[src/rtl/mux_n1_sched_if.sv]
// mux_n1_sched_if: input-channel and output handshake bundle for mux_n1_sched.
// y_par is present only when MUX_N1_SCHED_PARITY_EN is defined.
interface mux_n1_sched_if #(
    parameter int NUM_CH = 4,
    parameter int DATA_W = 8,
    parameter int SEL_W  = 2
);
    logic                     mode_in;
    logic [SEL_W-1:0]         sel_in;
    logic [NUM_CH*DATA_W-1:0] data_in;
    logic [NUM_CH-1:0]        valid_in;
    logic [NUM_CH-1:0]        ready_out;
    logic [DATA_W-1:0]        y_data;
    logic [SEL_W-1:0]         y_ch;
    logic                     y_valid;
    logic                     y_ready;
`ifdef MUX_N1_SCHED_PARITY_EN
    logic                     y_par;
`endif

    modport master (
        output mode_in, sel_in, data_in, valid_in, y_ready,
`ifdef MUX_N1_SCHED_PARITY_EN
        input  y_par,
`endif
        input  ready_out, y_data, y_ch, y_valid
    );

    modport slave (
        input  mode_in, sel_in, data_in, valid_in, y_ready,
`ifdef MUX_N1_SCHED_PARITY_EN
        output y_par,
`endif
        output ready_out, y_data, y_ch, y_valid
    );
endinterface

[src/rtl/mux_n1_sched.sv]
// mux_n1_sched: registered N:1 mux with per-channel valid/ready, fixed or round-robin select.
// Define MUX_N1_SCHED_PARITY_EN to add the y_par output.
module mux_n1_sched #(
    parameter int NUM_CH = 4,
    parameter int DATA_W = 8,
    parameter int SEL_W  = 2
) (
    input logic clk,
    input logic rst_n,
    mux_n1_sched_if.slave bus
);
    logic [SEL_W-1:0]  ptr, grant, rr_grant, idx;
    logic              rr_vld, grant_vld, load_en, xfer;
    logic [DATA_W-1:0] grant_data;

    assign load_en = !bus.y_valid || bus.y_ready;

    // Scan downward so the smallest offset past ptr (next in rotation) wins.
    always_comb begin
        rr_grant = '0;
        rr_vld = 1'b0;
        idx = '0;
        for (int k = NUM_CH; k >= 1; k--) begin
            idx = SEL_W'((int'(ptr) + k) % NUM_CH);
            if (bus.valid_in[idx]) begin
                rr_grant = idx;
                rr_vld = 1'b1;
            end
        end
    end

    always_comb begin
        grant = bus.mode_in ? rr_grant : bus.sel_in;
        grant_vld = bus.mode_in ? rr_vld : (int'(bus.sel_in) < NUM_CH) && bus.valid_in[bus.sel_in];
        xfer = rst_n && load_en && grant_vld;
        grant_data = bus.data_in[int'(grant)*DATA_W +: DATA_W];
    end

    assign bus.ready_out = xfer ? NUM_CH'(1) << grant : '0;

    always_ff @(posedge clk or negedge rst_n) begin
        if (!rst_n) begin
            ptr <= SEL_W'(NUM_CH - 1);
            bus.y_valid <= 1'b0;
            bus.y_data <= '0;
            bus.y_ch <= '0;
        end else if (xfer) begin
            ptr <= grant;
            bus.y_valid <= 1'b1;
            bus.y_data <= grant_data;
            bus.y_ch <= grant;
        end else if (load_en) begin
            bus.y_valid <= 1'b0;
        end
    end

`ifdef MUX_N1_SCHED_PARITY_EN
    always_ff @(posedge clk or negedge rst_n) begin
        if (!rst_n) bus.y_par <= 1'b0;
        else if (xfer) bus.y_par <= ^grant_data;
    end
`endif
endmodule
[src/flat_wrapper.sv]
// flat-port wrapper written by rule: the top's interface ports become plain ports
module mux_n1_sched_flat 
#(
    parameter int NUM_CH = 4,
    parameter int DATA_W = 8,
    parameter int SEL_W  = 2
)
  (clk, rst_n, bus_mode_in, bus_sel_in, bus_data_in, bus_valid_in, bus_y_ready, bus_ready_out, bus_y_data, bus_y_ch, bus_y_valid);
  mux_n1_sched_if #(.NUM_CH(NUM_CH), .DATA_W(DATA_W), .SEL_W(SEL_W)) bus_i ();
  input logic clk;
  input logic rst_n;
  input wire logic [$bits(bus_i.mode_in)-1:0] bus_mode_in;
  input wire logic [$bits(bus_i.sel_in)-1:0] bus_sel_in;
  input wire logic [$bits(bus_i.data_in)-1:0] bus_data_in;
  input wire logic [$bits(bus_i.valid_in)-1:0] bus_valid_in;
  input wire logic [$bits(bus_i.y_ready)-1:0] bus_y_ready;
  output wire logic [$bits(bus_i.ready_out)-1:0] bus_ready_out;
  output wire logic [$bits(bus_i.y_data)-1:0] bus_y_data;
  output wire logic [$bits(bus_i.y_ch)-1:0] bus_y_ch;
  output wire logic [$bits(bus_i.y_valid)-1:0] bus_y_valid;
  assign bus_i.mode_in = bus_mode_in;
  assign bus_i.sel_in = bus_sel_in;
  assign bus_i.data_in = bus_data_in;
  assign bus_i.valid_in = bus_valid_in;
  assign bus_i.y_ready = bus_y_ready;
  assign bus_ready_out = bus_i.ready_out;
  assign bus_y_data = bus_i.y_data;
  assign bus_y_ch = bus_i.y_ch;
  assign bus_y_valid = bus_i.y_valid;
  mux_n1_sched #(.NUM_CH(NUM_CH), .DATA_W(DATA_W), .SEL_W(SEL_W)) u_core (.clk(clk), .rst_n(rst_n), .bus(bus_i));
endmodule
[config.mk]
export PLATFORM = sky130hd
export DESIGN_NAME = mux_n1_sched_flat
export DESIGN_NICKNAME = d
export VERILOG_FILES = /design/src/rtl/mux_n1_sched_if.sv /design/src/rtl/mux_n1_sched.sv /design/src/flat_wrapper.sv
export SDC_FILE = /design/constraint.sdc
export NUM_CORES = 1
export LEC_CHECK = 0
export ABC_AREA = 1
export CORE_AREA = 4 4 56 58
export CTS_BUF_LIST = sky130_fd_sc_hd__clkbuf_4
export CTS_CLUSTER_DIAMETER = 150
export DETAILED_ROUTE_END_ITERATION = 7
export DIE_AREA = 0 0 60 62
export PLACE_DENSITY = 0.93
export SYNTH_ARGS = -nofsm -noshare
export SYNTH_HDL_FRONTEND = slang
export SYNTH_SLANG_ARGS = --single-unit
[constraint.sdc]
create_clock -name clk -period 3.7 [get_ports clk]
set_input_delay 0.555 -clock clk [delete_from_list [all_inputs] [get_ports clk]]
set_output_delay 0.555 -clock clk [all_outputs]
set_load 0.02 [all_outputs]
==> results.sh, run 1 <==
export IMPL_grt_overflow_total=0
export IMPL_path_buf_inv=4
export IMPL_die_area_sq_um=3720
export IMPL_ys_seq_elements=13
export IMPL_ant_nets=0
export IMPL_h_tree_depth=1
export IMPL_gp_congestion=0.904
export IMPL_io_pins=57
export IMPL_synthesis_area_sq_um=1080
export IMPL_ir_drop_uv=456
export IMPL_rsz0062_at_grt="false"
export IMPL_worst_pin_slew_ns=0.372
export IMPL_timing_slew_headroom=0.751
export IMPL_clockBufferDepth=2
export IMPL_port_buffers=56
export IMPL_cts_setup_buffers=0
export IMPL_critPathMaxStageDelay_ns=0.61
export IMPL_area_growth_pct=57.6
export IMPL_clk_insertion_delay_late_ns=0.28
export IMPL_core_sq_um=2660
export IMPL_maxCapViolations=0
export IMPL_detail_route_wl_per_cell_microns=12.2
export IMPL_crit_chain="clkdlybuf4s50_1 -> inv_1 -> nand2_1 -> nand3_1 -> nand2_1 -> inv_2 -> nand2_2 -> nand2_1 -> nand2_2 -> nand3_4 -> nand2_4 -> nand2_1 -> nor2_1 -> clkdlybuf4s50_1"
export IMPL_fp_row_count=19
export IMPL_grt_antenna_before_repair=0
export IMPL_pre_cts_slack_ns=0.279
export IMPL_path_clk_slew_ns=0.08
export IMPL_cts_sinks=13
export IMPL_grt_pass1_vias=1204
export IMPL_synth_cell_type_count=24
export IMPL_drc=0
export IMPL_cpMostUsedCell="nand2_1"
export IMPL_slew_violations=0
export IMPL_drt_pass1_iter_count=4
export IMPL_hp_class="reg -> reg"
export IMPL_hold_buffers=0
export IMPL_seq_area_frac_synth=0.304
export IMPL_die_x_microns=60
export IMPL_start_util=0.406
export IMPL_grt_util_all_layers=0.177
export IMPL_setup_tns_ns=0
export IMPL_finalCritPeriodShare=0.932
export IMPL_critPathKind="in -> out"
export IMPL_worst_r2r_setup_slack_ns=1.51
export IMPL_outcome="finished clean"
export IMPL_p_per_area_nw_per_um2=680
export IMPL_critPathRequiredTime_ns=3.14
export IMPL_antenna_cells=0
export IMPL_syn_num_nets=216
export IMPL_drive_gt1_frac=0.108
export IMPL_critPathLaunchType="input port"
export IMPL_power_leakage_nw=0.821
export IMPL_setup_viol=0
export IMPL_synth_avg_cell_area_sq_um=6.21
export IMPL_vias=1320
export IMPL_synthCells=174
export IMPL_grt_max_degree=19
export IMPL_cts_buffers=3
export IMPL_ctsResizeCount=0
export IMPL_cp_arrival_ns=2.89
export IMPL_drt_initial_drc_count=26
export IMPL_skew_ns=0.000380
export IMPL_via_per_inst=5.02
export IMPL_yosysWarningCount=0
export IMPL_crit_path_top_delay_cell="clkdlybuf4s50_1"
export IMPL_critical_path_top_delay_family="buffers and inverters"
export IMPL_fp_dieH_microns=62
export IMPL_fin_ws_ns=0.251
export IMPL_layout_nets=275
export IMPL_period_needed_ns=3.45
export IMPL_dp_hpwl_microns=2580
export IMPL_grt_first_pass_wirelength_microns=4980
export IMPL_cts_root_buf="clkbuf_4"
export IMPL_max_freq_ghz=0.290
export IMPL_crit_path_end_kind="output port"
export IMPL_cp_max_fo=18
export IMPL_cts_tree="yes"
export IMPL_hold_viol_final=0
export IMPL_wirelength_microns=3210
[placed cells by master, fill, tap and decap left out, types with 3 or more instances in the layout]
cell | synthesis | routed
nor2_1 | 5 | 5
inv_2 | 3 | 3
clkdlybuf4s50_1 | 0 | 56
nand3_1 | 45 | 45
dfrtp_1 | 11 | 11
nand2_2 | 5 | 5
buf_4 | 2 | 5
inv_1 | 10 | 10
nand2_1 | 68 | 68
o21ai_0 | 4 | 4
clkbuf_4 | 0 | 4
[per-layer routing]
layer | GRT usage | wire length (microns) | vias to the layer above
met2 | 0.316 | 1520 | 59
met1 | 0.211 | 1360 | 579
met5 | 0 | 0 | -
met3 | 0.0372 | 307 | 2
li1 | - | - | 680
met4 | 0.0570 | 13 | 0
[kinds of logic (layout without fill, tap and decap cells)]
group / count (synthesis) / in the layout / synth area share
flip-flops: 13 / 13 / 0.304
AND/OR/NAND/NOR: 129 / 129 / 0.547
buffers and inverters: 22 / 80 / 0.0962
AO/OA/AOI/OAI: 10 / 10 / 0.0533
[synth_stat cells, drive strengths merged]
library cell | n | area (sq um)
nor3 | 2 | 15.0
nand3 | 47 | 253
dfrtp | 11 | 275
dfstp | 2 | 52.6
or2 | 1 | 6.26
clkbuf | 1 | 3.75
o221ai | 2 | 17.5
nand2 | 74 | 298
inv | 14 | 55.1
o21ai | 6 | 30.0
buf | 6 | 41.3
a21oi | 2 | 10.0
clkinv | 1 | 3.75
nor2 | 5 | 18.8
[final timing paths]
path,endpoint,cells after the start,startpoint
min,u_core.bus.y_data[1],2,u_core.bus.y_data[1]
min reg2reg,u_core.bus.y_data[1],2,u_core.bus.y_data[1]
max reg2reg,u_core.bus.y_valid,12,u_core.ptr[0]
max,bus_ready_out[0],14,bus_valid_in[1]
min in group asynchronous,u_core.bus.y_data[3],2,rst_n
max in group asynchronous,u_core.ptr[0],2,rst_n
[metrics by stage]
step | hold slack (ns) | cells | area (sq um) | utilization | power (mW)
final | 0.486 | 263 | 1700 | 0.639 | 1.16
after global routing | 0.514 | 263 | 1700 | 0.639 | 1.26
after CTS | 0.490 | 263 | 1700 | 0.639 | 1.16
after detailed placement | 0.471 | 259 | 1670 | 0.628 | 1.06
after global placement | 0.463 | 259 | 1670 | 0.628 | 1.05
after floorplan | 0.259 | 174 | 1080 | - | 0.800
[registers in the layout (all words and copies together), names as in the netlist]
name                cells
u_core.bus.y_ch         2
u_core.bus.y_valid      1
u_core.bus.y_data       8
u_core.ptr              2
[worst reg2reg max path: cells and delay by family, from the launching register on]
kind	cells	cell delay, ns
and+or+nand+nor	8	0.79
DFF	1	0.62
buffers and inverters	3	0.51
AOI/OAI and AO/OA	1	0.13
[final cells by class]
cell class                 count  area (sq um)
clock buffer                   4          30.0
fill                         245           961
inverter                      15          58.8
multi-input combinational    139           648
sequential                    13           328
tap                           31          38.8
timing repair buffer          61           598
[power by group]
group          switching, mW  internal [mW]  leakage [nW]
clock network         0.0464         0.0492        0.0184
logic                  0.466          0.323         0.645
registers             0.0567          0.216         0.157
total                  0.569          0.588         0.821
(Power assumes the default switching activity.)
==> run 2: changes to the inputs <==
CORE_AREA = 4 4 54 61   (was 4 4 56 58)
DIE_AREA = 0 0 58 65   (was 0 0 60 62)
PLACE_DENSITY = 0.86   (was 0.93)
==> run 2 against run 1 <==
Clock skew is 0.0024 ns higher. Non-clock buffer count stayed put. Sequential power is 1% lower. First-iteration DRC count is 96% higher.
==> results.sh, run 2 (synthesis results as in run 1) <==
export IMPL_path_clk_slew_ns=0.07
export IMPL_cp_max_fo=18
export IMPL_antenna_cells=0
export IMPL_layout_commonest_cell="nand2_1"
export IMPL_setup_viol=0
export IMPL_finalCritPeriodShare=0.914
export IMPL_timing_slew_headroom=0.793
export IMPL_setup_tns_ns=0
export IMPL_grt_first_pass_wirelength_microns=5210
export IMPL_vias=1334
export IMPL_port_buffers=56
export IMPL_outcome="finished clean"
export IMPL_cts_buffers=3
export IMPL_grt_pass1_vias=1270
export IMPL_slew_violations=0
export IMPL_crit_path_top_delay_cell="clkdlybuf4s50_1"
export IMPL_layout_nets=275
export IMPL_critPathMaxStageDelay_ns=0.61
export IMPL_clk_insertion_delay_late_ns=0.28
export IMPL_die_x_microns=58
export IMPL_hold_buffers=0
export IMPL_critPathRequiredTime_ns=3.14
export IMPL_cp_arrival_ns=2.83
export IMPL_io_pins=57
export IMPL_grt_overflow_total=0
export IMPL_rsz0062_at_grt="false"
export IMPL_cts_tree="yes"
export IMPL_detail_route_wl_per_cell_microns=11.9
export IMPL_largest_reg_flops=8
export IMPL_cpMostUsedCell="nand2_1"
export IMPL_skew_ns=0.00273
export IMPL_worst_pin_slew_ns=0.310
export IMPL_cts_root_buf="clkbuf_4"
export IMPL_wirelength_microns=3140
export IMPL_ant_nets=0
export IMPL_hold_viol_final=0
export IMPL_die_area_sq_um=3770
export IMPL_top_register="u_core.bus.y_data"
export IMPL_grt_max_degree=19
export IMPL_multiInputGateArea_sq_um=648
export IMPL_drc=0
export IMPL_ctsResizeCount=0
export IMPL_power_leakage_nw=0.821
export IMPL_max_freq_ghz=0.296
export IMPL_nFillCells=248
export IMPL_via_per_inst=5.03
export IMPL_start_util=0.400
export IMPL_crit_path_end_kind="output port"
export IMPL_fp_row_count=20
export IMPL_critical_path_top_delay_family="buffers and inverters"
export IMPL_fin_ws_ns=0.320
export IMPL_pre_cts_slack_ns=0.319
export IMPL_critPathLaunchType="input port"
export IMPL_biggestRegsByFlops="u_core.bus.y_data x8, u_core.bus.y_ch x2, u_core.ptr x2"
export IMPL_fin_area_sq_um=1700
export IMPL_final_cell_mix="nand2_1, clkdlybuf4s50_1, nand3_1"
export IMPL_critPathKind="in -> out"
export IMPL_placed_area_sq_um=1670
export IMPL_maxCapViolations=0
export IMPL_p_per_area_nw_per_um2=671
export IMPL_hp_class="reg -> reg"
export IMPL_dp_hpwl_microns=2570
export IMPL_gp_congestion=0.853
export IMPL_h_tree_depth=1
export IMPL_drive_gt1_frac=0.108
export IMPL_cts_sinks=13
export IMPL_area_growth_pct=57.8
export IMPL_period_needed_ns=3.38
export IMPL_drt_pass1_iter_count=4
export IMPL_fp_dieH_microns=65
export IMPL_drt_initial_drc_count=51
export IMPL_clockBufferDepth=2
export IMPL_path_buf_inv=4
export IMPL_p_total_mw=1.14
export IMPL_grt_antenna_before_repair=0
export IMPL_crit_chain="clkdlybuf4s50_1 -> inv_1 -> nand2_1 -> nand3_1 -> nand2_1 -> inv_2 -> nand2_2 -> nand2_1 -> nand2_2 -> nand3_4 -> nand2_4 -> nand2_1 -> nor2_1 -> clkdlybuf4s50_1"
export IMPL_ir_drop_uv=418
export IMPL_core_sq_um=2700
export IMPL_cts_setup_buffers=0
export IMPL_grt_util_all_layers=0.178
export IMPL_seqCellArea_sq_um=328
-- run 2: cell counts in the layout (fill, tap and decap cells not counted) --
No cell type changed its count.
-- run 2: layout make-up --
| cell class | instances | area share |
|---|---|---|
| Clock buffer | 4 | 0.0176 |
| Multi-Input combinational cell | 139 | 0.380 |
| Sequential cell | 13 | 0.192 |
| Timing Repair Buffer | 61 | 0.351 |
| Inverter | 15 | 0.0345 |
| Tap cell | 33 | 0.0242 |
-- run 2: through the flow --
stage / hold WS [ns] / instances / utilization
after CTS: 0.486 / 265 / 0.631
after detailed placement: 0.464 / 261 / 0.619
final: 0.477 / 265 / 0.631
after floorplan: 0.259 / 174 / -
after global placement: 0.458 / 261 / 0.619
after global routing: 0.520 / 265 / 0.631
-- run 2: layer usage --
metal  part of all wire  global-route usage  up-vias
met5                  0                   0        -
met4             0.0054              0.0435        0
met3              0.085              0.0498        3
met2               0.50               0.311       55
met1               0.41               0.212      596
li1                   -                   -      680
-- run 2: final timing paths --
kind / endpoint / slack, ns / cells after the start / from
min in group asynchronous: u_core.bus.y_valid / 0.64 / 2 / rst_n
worst max-delay path: bus_ready_out[2] / 0.32 / 14 / bus_valid_in[2]
worst min register to register: u_core.bus.y_ch[1] / 0.48 / 2 / u_core.bus.y_ch[1]
worst max register to register: u_core.bus.y_valid / 1.58 / 12 / u_core.ptr[0]
max in group asynchronous: u_core.ptr[0] / 2.84 / 2 / rst_n
worst min-delay path: u_core.bus.y_ch[1] / 0.48 / 2 / u_core.bus.y_ch[1]
-- run 2: tightest hold or removal path, cell delays in order, from the launching register on --
cell and delay (ns):
dfrtp_1 0.35, nand2_1 0.06, nand2_1 0.05
-- run 2: where the power goes --
group | leakage (nW) | switching (mW) | internal [mW]
Clock | 0.0184 | 0.0444 | 0.0492
Sequential | 0.157 | 0.0535 | 0.216
Combinational | 0.645 | 0.458 | 0.323
Total | 0.821 | 0.556 | 0.588
